`config.mk`:
```
export PLATFORM = sky130hd
export DESIGN_NAME = ahb_apb_bridge
export DESIGN_NICKNAME = d
export VERILOG_FILES = /design/src/rtl/ahb_apb_bridge.sv
export SDC_FILE = /design/constraint.sdc
export NUM_CORES = 1
export LEC_CHECK = 0
export BUFFER_PORTS_ARGS = -buffer_cell sky130_fd_sc_hd__buf_2
export CORE_MARGIN = 10
export CORE_UTILIZATION = 37
export DETAILED_ROUTE_END_ITERATION = 12
export PLACE_DENSITY = 0.77
export SLEW_MARGIN = 15
export SYNTH_ARGS = -nofsm -noshare
export SYNTH_HDL_FRONTEND = slang
export SYNTH_SLANG_ARGS = --single-unit
```
`constraint.sdc`:
```
create_clock -name HCLK -period 1.9 [get_ports HCLK]
set_input_delay 0.19 -clock HCLK [delete_from_list [all_inputs] [get_ports HCLK]]
set_output_delay 0.19 -clock HCLK [all_outputs]
set_load 0.05 [all_outputs]
```
`src/rtl/ahb_apb_bridge.sv`:
```
// ---------------------------------------------------------------------------
// ahb_apb_bridge
//
// Purpose:
//   Single AHB slave that turns each accepted NONSEQ/SEQ transfer into one
//   APB SETUP+ACCESS transfer on one of NO_OF_APB_SLAVES peripherals. The
//   AHB data phase is stretched with wait states until the APB side
//   completes. PSLVERR and out-of-range slave indices become a two-cycle AHB
//   ERROR response. APB runs on HCLK, so there is no clock-domain crossing.
//
// Ports:
//   HCLK, HRESETn         clock, asynchronous active-low reset
//   HSEL, HADDR, HTRANS,  AHB address phase from the decoder/master
//   HWRITE, HSIZE
//   HWDATA                AHB write data (data phase)
//   HREADY                bus-level ready (end of previous data phase)
//   HREADYOUT, HRESP,     AHB data-phase response
//   HRDATA
//   PADDR, PSEL, PENABLE, APB master outputs; PSEL is one-hot
//   PWRITE, PWDATA
//   PRDATA, PREADY,       APB responses, muxed externally from the
//   PSLVERR               selected peripheral
// ---------------------------------------------------------------------------
module ahb_apb_bridge #(
    parameter int ADDR_WIDTH       = 32,
    parameter int DATA_WIDTH       = 32,
    parameter int NO_OF_APB_SLAVES = 4,
    parameter int SLV_ADDR_LSB     = 12
) (
    input  logic                        HCLK,
    input  logic                        HRESETn,

    input  logic                        HSEL,
    input  logic [ADDR_WIDTH-1:0]       HADDR,
    input  logic [1:0]                  HTRANS,
    input  logic                        HWRITE,
    input  logic [2:0]                  HSIZE,
    input  logic [DATA_WIDTH-1:0]       HWDATA,
    input  logic                        HREADY,
    output logic                        HREADYOUT,
    output logic [1:0]                  HRESP,
    output logic [DATA_WIDTH-1:0]       HRDATA,

    output logic [ADDR_WIDTH-1:0]       PADDR,
    output logic [NO_OF_APB_SLAVES-1:0] PSEL,
    output logic                        PENABLE,
    output logic                        PWRITE,
    output logic [DATA_WIDTH-1:0]       PWDATA,
    input  logic [DATA_WIDTH-1:0]       PRDATA,
    input  logic                        PREADY,
    input  logic                        PSLVERR
);

    localparam int IDX_W     = $clog2(NO_OF_APB_SLAVES);
    localparam int IDX_SLOTS = 1 << IDX_W;

    localparam logic [1:0] RESP_OKAY  = 2'b00;
    localparam logic [1:0] RESP_ERROR = 2'b01;

    localparam logic [2:0] ST_IDLE   = 3'd0;
    localparam logic [2:0] ST_WDATA  = 3'd1;
    localparam logic [2:0] ST_SETUP  = 3'd2;
    localparam logic [2:0] ST_ACCESS = 3'd3;
    localparam logic [2:0] ST_ERR1   = 3'd4;
    localparam logic [2:0] ST_ERR2   = 3'd5;

    logic [2:0]            r_state;
    logic [2:0]            w_state_next;
    logic [2:0]            w_start_state;
    logic [ADDR_WIDTH-1:0] r_paddr;
    logic                  r_pwrite;
    logic [DATA_WIDTH-1:0] r_pwdata;
    logic [IDX_W-1:0]      r_idx;

    logic [IDX_W-1:0]      w_haddr_idx;
    logic [IDX_SLOTS-1:0]  w_idx_valid;
    logic                  w_bad_idx;
    logic                  w_accept;
    logic                  w_take;
    logic                  w_apb_active;
    logic                  w_unused;

    // HSIZE is not forwarded and HTRANS[0] does not affect acceptance.
    assign w_unused = ^{HSIZE, HTRANS[0]};

    // ------------------------------------------------------------------
    // Address decode
    // ------------------------------------------------------------------
    assign w_haddr_idx = HADDR[SLV_ADDR_LSB +: IDX_W];

    // Index field can encode more values than there are slaves when
    // NO_OF_APB_SLAVES is not a power of two; flag those codes.
    always_comb begin
        w_idx_valid = '0;
        for (int i = 0; i < IDX_SLOTS; i++) begin
            w_idx_valid[i] = (i < NO_OF_APB_SLAVES);
        end
    end

    assign w_bad_idx = ~w_idx_valid[w_haddr_idx];
    assign w_accept  = HSEL & HREADY & HTRANS[1];

    // A new transfer is only taken in a cycle where this bridge itself is
    // ending its data phase (HREADYOUT high), which covers IDLE, ERR2 and a
    // successfully completing ACCESS.
    assign w_take = w_accept & HREADYOUT;

    always_comb begin
        if (w_bad_idx) begin
            w_start_state = ST_ERR1;
        end else if (HWRITE) begin
            w_start_state = ST_WDATA;
        end else begin
            w_start_state = ST_SETUP;
        end
    end

    // ------------------------------------------------------------------
    // Next-state logic
    // ------------------------------------------------------------------
    always_comb begin
        w_state_next = r_state;
        case (r_state)
            ST_IDLE, ST_ERR2: begin
                w_state_next = w_take ? w_start_state : ST_IDLE;
            end
            ST_WDATA: begin
                w_state_next = ST_SETUP;
            end
            ST_SETUP: begin
                w_state_next = ST_ACCESS;
            end
            ST_ACCESS: begin
                if (PREADY) begin
                    if (PSLVERR) begin
                        w_state_next = ST_ERR2;
                    end else if (w_take) begin
                        w_state_next = w_start_state;
                    end else begin
                        w_state_next = ST_IDLE;
                    end
                end
            end
            ST_ERR1: begin
                w_state_next = ST_ERR2;
            end
            default: begin
                w_state_next = ST_IDLE;
            end
        endcase
    end

    // ------------------------------------------------------------------
    // State and APB request registers
    // ------------------------------------------------------------------
    always_ff @(posedge HCLK or negedge HRESETn) begin
        if (!HRESETn) begin
            r_state  <= ST_IDLE;
            r_paddr  <= '0;
            r_pwrite <= 1'b0;
            r_pwdata <= '0;
            r_idx    <= '0;
        end else begin
            r_state <= w_state_next;
            if (w_take) begin
                r_paddr  <= HADDR;
                r_pwrite <= HWRITE;
                r_idx    <= w_haddr_idx;
            end
            // HWDATA is valid in the cycle after the address phase.
            if (r_state == ST_WDATA) begin
                r_pwdata <= HWDATA;
            end
        end
    end

    // ------------------------------------------------------------------
    // AHB response
    // ------------------------------------------------------------------
    always_comb begin
        HREADYOUT = 1'b1;
        HRESP     = RESP_OKAY;
        HRDATA    = '0;
        PENABLE   = 1'b0;
        case (r_state)
            ST_WDATA, ST_SETUP: begin
                HREADYOUT = 1'b0;
            end
            ST_ACCESS: begin
                PENABLE = 1'b1;
                if (!PREADY) begin
                    HREADYOUT = 1'b0;
                end else if (PSLVERR) begin
                    // First cycle of the two-cycle ERROR response.
                    HREADYOUT = 1'b0;
                    HRESP     = RESP_ERROR;
                end else if (!r_pwrite) begin
                    HRDATA = PRDATA;
                end
            end
            ST_ERR1: begin
                HREADYOUT = 1'b0;
                HRESP     = RESP_ERROR;
            end
            ST_ERR2: begin
                HRESP = RESP_ERROR;
            end
            default: begin
            end
        endcase
    end

    // ------------------------------------------------------------------
    // APB outputs
    // ------------------------------------------------------------------
    assign w_apb_active = (r_state == ST_SETUP) | (r_state == ST_ACCESS);

    always_comb begin
        PSEL = '0;
        for (int i = 0; i < NO_OF_APB_SLAVES; i++) begin
            PSEL[i] = w_apb_active & (r_idx == IDX_W'(i));
        end
    end

    assign PADDR  = r_paddr;
    assign PWRITE = r_pwrite;
    assign PWDATA = r_pwdata;

endmodule
```
==> impl_metrics.py <==
metrics = {
    "run_status": {
        "status": "finished with violations",
        "violations": "setup timing",
    },
    "floorplan": {
        "die_area_um2": 11900,
        "rows": 32,
        "top_level_ports": 213,
        "die_h_um": 109,
        "start_util_pct": 38.2,
        "die_w_um": 109,
        "coreArea_um2": 7730,
    },
    "global_routing": {
        "grt_overflow": 0,
        "antenna_found_initial": 0,
        "grt_pass1_wl_um": 15300,
        "grt_pass1_vias": 2916,
        "grt_max_degree": 69,
        "grt_use_total_pct": 16.3,
    },
    "logic_synthesis": {
        "yosys_register_bits": 68,
        "synth.avg_cell_area_um2": 13.8,
        "ys_warn_count": 0,
        "synthCells": 214,
        "synth_edf_count": 0,
        "syn_nets": 322,
        "ys_types": 30,
        "yosysTopAreaCellShare_pct": 57.7,
        "synthTopCellsByArea": "dfrtp_1, mux2_2, and2_1",
        "ys_async_sr_fraction_pct": 100,
        "yosysSeqAreaShare_pct": 57.7,
        "syn_area_um2": 2950,
        "synth_ff_type": "dfrtp_1",
        "yosysTopAreaCell": "dfrtp_1",
    },
    "sta": {
        "grt_setup_unrepaired": "true",
        "max_freq_mhz": 513,
        "setup_violations": 32,
        "setup_slack_ns": -0.0507,
        "finalClockSkew_ns": 0.0132,
        "hold_violations": 0,
        "hold_slack_ns": 0.0778,
        "period_minus_slack_ns": 1.95,
        "slew_violations": 0,
        "min_period_over_period_pct": 103,
    },
    "critical_path": {
        "critPathKind": "reg2out",
        "cp_common_cell": "buf_6",
        "crit_slowest_cell": "dfrtp_1",
        "crit_fanout": 8,
        "cp.required_ns": 1.71,
        "crit_end": "HRDATA[8]",
        "crit_start": "r_state[2]",
        "cp.buffers_inverters": 4,
        "rr_worst_depth": 5,
        "regToRegEndpoint": "PADDR[21]",
        "rr_startpoint": "r_state[0]",
        "crit_family": "buffers and inverters",
        "slowest_delay_ns": 0.39,
        "cp-end-kind": "output port",
        "path_depth": 6,
        "rrSetupSlack_ns": 0.09,
        "startpoint_type": "register",
        "arrival_ns": 1.76,
        "crit_chain": "buf_6 -> nor4_4 -> buf_6 -> buf_6 -> and2_4 -> buf_8",
    },
    "final_layout": {
        "fin_util_pct": 63.7,
        "mostFrequentLayoutCells": "buf_2, dfrtp_1, mux2_2",
        "final_layout_size_suffix_gt1_share_pct": 77.7,
        "antenna-diode-count": 0,
        "final_common_cell": "buf_2",
        "area_delta_synth_final_pct": 66.9,
        "nets": 543,
        "fill_cells": 599,
    },
    "cts": {
        "clockRootBuffer": "clkbuf_8",
        "clockBufferDepth": 2,
        "numCtsBuffers": 9,
        "clkSinkCount": 68,
        "worstSkewPairLatency_ns": 0.34,
        "cts_tree": "built",
        "htreeDepth": 3,
        "path_clk_slew_ns": 0.08,
    },
    "pwr": {
        "power.total_w": 0.00981,
        "peakVddDrop_mv": 1.07,
        "p_leak_nw": 2.46,
        "p_per_area_nw_per_um2": 1990,
    },
    "detailed_routing": {
        "wl_met3_um": 1070,
        "wirelength_um": 10300,
        "first_pass_iters": 4,
        "wl_met2_um": 5440,
        "final_antenna_net_count": 0,
        "vias": 2556,
        "drtIter0Drc": 73,
        "routedWlPerCell_um": 19.1,
        "routed_via_density": 4.72,
        "drt-met1-wl_um": 3580,
        "top_layer": "met4",
        "drc": 0,
    },
    "min_path": {
        "hp-class": "in2reg",
    },
    "run": {
        "cap_violations": 0,
    },
    "placement": {
        "numPortBuffers": 207,
        "place.gp.congestion": 0.758,
        "hpwl_um": 7320,
    },
}
## power by group
| part | internal, W | total [W] | switching [W] |
|---|---|---|---|
| Combinational | 0.00177 | 0.00582 | 0.00405 |
| Clock | 0.000875 | 0.00142 | 0.000544 |
| Sequential | 0.00218 | 0.00256 | 0.000387 |
## layout make-up
class	count	area (um2)	area share [%]
clock buffer	10	128	2.59
timing repair buffer	223	1570	31.9
inverter	3	11.3	0.229
multi-input combinational	130	1270	25.8
sequential	68	1700	34.6
clock inverter	6	113	2.29
tap	102	128	2.59
## logic make-up after synthesis
group                     Yosys count  share of synthesized area [%]
DFF                                68                           57.7
muxes                              65                           24.8
and+or+nand+nor                    55                           11.4
buffers and inverters              16                           3.22
AOI/OAI and AO/OA                   8                           2.42
xor gates and xnor gates            1                          0.297
other                               1                          0.127
## layer usage
metal	vias to the layer above	GRT usage, %
met1	1231	17.9
met4	0	5.39
met2	122	28.1
met5	-	0
met3	23	6.61
li1	1180	-
## through the flow
| stage | TNS [ns] | cells | instance area, um2 | setup WS [ns] |
|---|---|---|---|---|
| global route | -3.70 | 542 | 4920 | -0.122 |
| detailed placement | 0 | 519 | 4190 | 0.100 |
| floorplan | 0 | 214 | 3000 | 0.110 |
| finish | -1.34 | 542 | 4920 | -0.0507 |
| global placement | 0 | 519 | 4190 | 0.141 |
| CTS | -0.171 | 542 | 4810 | -0.0195 |
## cells in the mapped netlist (all sizes together) (2+ instances only)
cell	instances
a31oi	2
and2	33
buf	9
clkbuf	4
dfrtp	68
inv	3
mux2	65
nand2	4
nand3	3
nor2	3
nor3	2
nor3b	2
o21ai	3
or3	2
## worst min path at each step
| stage | slack [ns] | endpoint | start | cells after the start |
|---|---|---|---|---|
| global route | 0.06 | PWDATA[17] | HWDATA[17] | 2 |
| finish | 0.08 | PWDATA[17] | HWDATA[17] | 2 |
| CTS | 0.06 | PWDATA[16] | HWDATA[16] | 2 |
| floorplan | -0.11 | PADDR[0] | HRESETn | 0 |
| detailed placement | 0.24 | PWDATA[1] | HRESETn | 2 |
| global placement | 0.24 | PWDATA[1] | HRESETn | 2 |
## sequential cells by signal, indices dropped and copies added, names as in the netlist
register and flops:
PADDR 31, PWDATA 32, r_idx 1, PWRITE 1
r_state 3
## worst reg2reg max path, stage by stage (launching register included)
cell and delay (ns):
dfrtp_1 0.40, buf_4 0.16, or3_4 0.36, a31oi_4 0.20, buf_12 0.21, mux2_2 0.37
## repair_timing
item,4_1_cts,5_1_grt
endpoints found under the hold margin,68,0
cloned,3,0
hold buffers,1,0
buffers inserted,3,0
pin swaps,16,19
endpoints found under the setup margin,34,38
gates resized for setup,109,43
No activity file was read; power rests on OpenSTA's default activity.
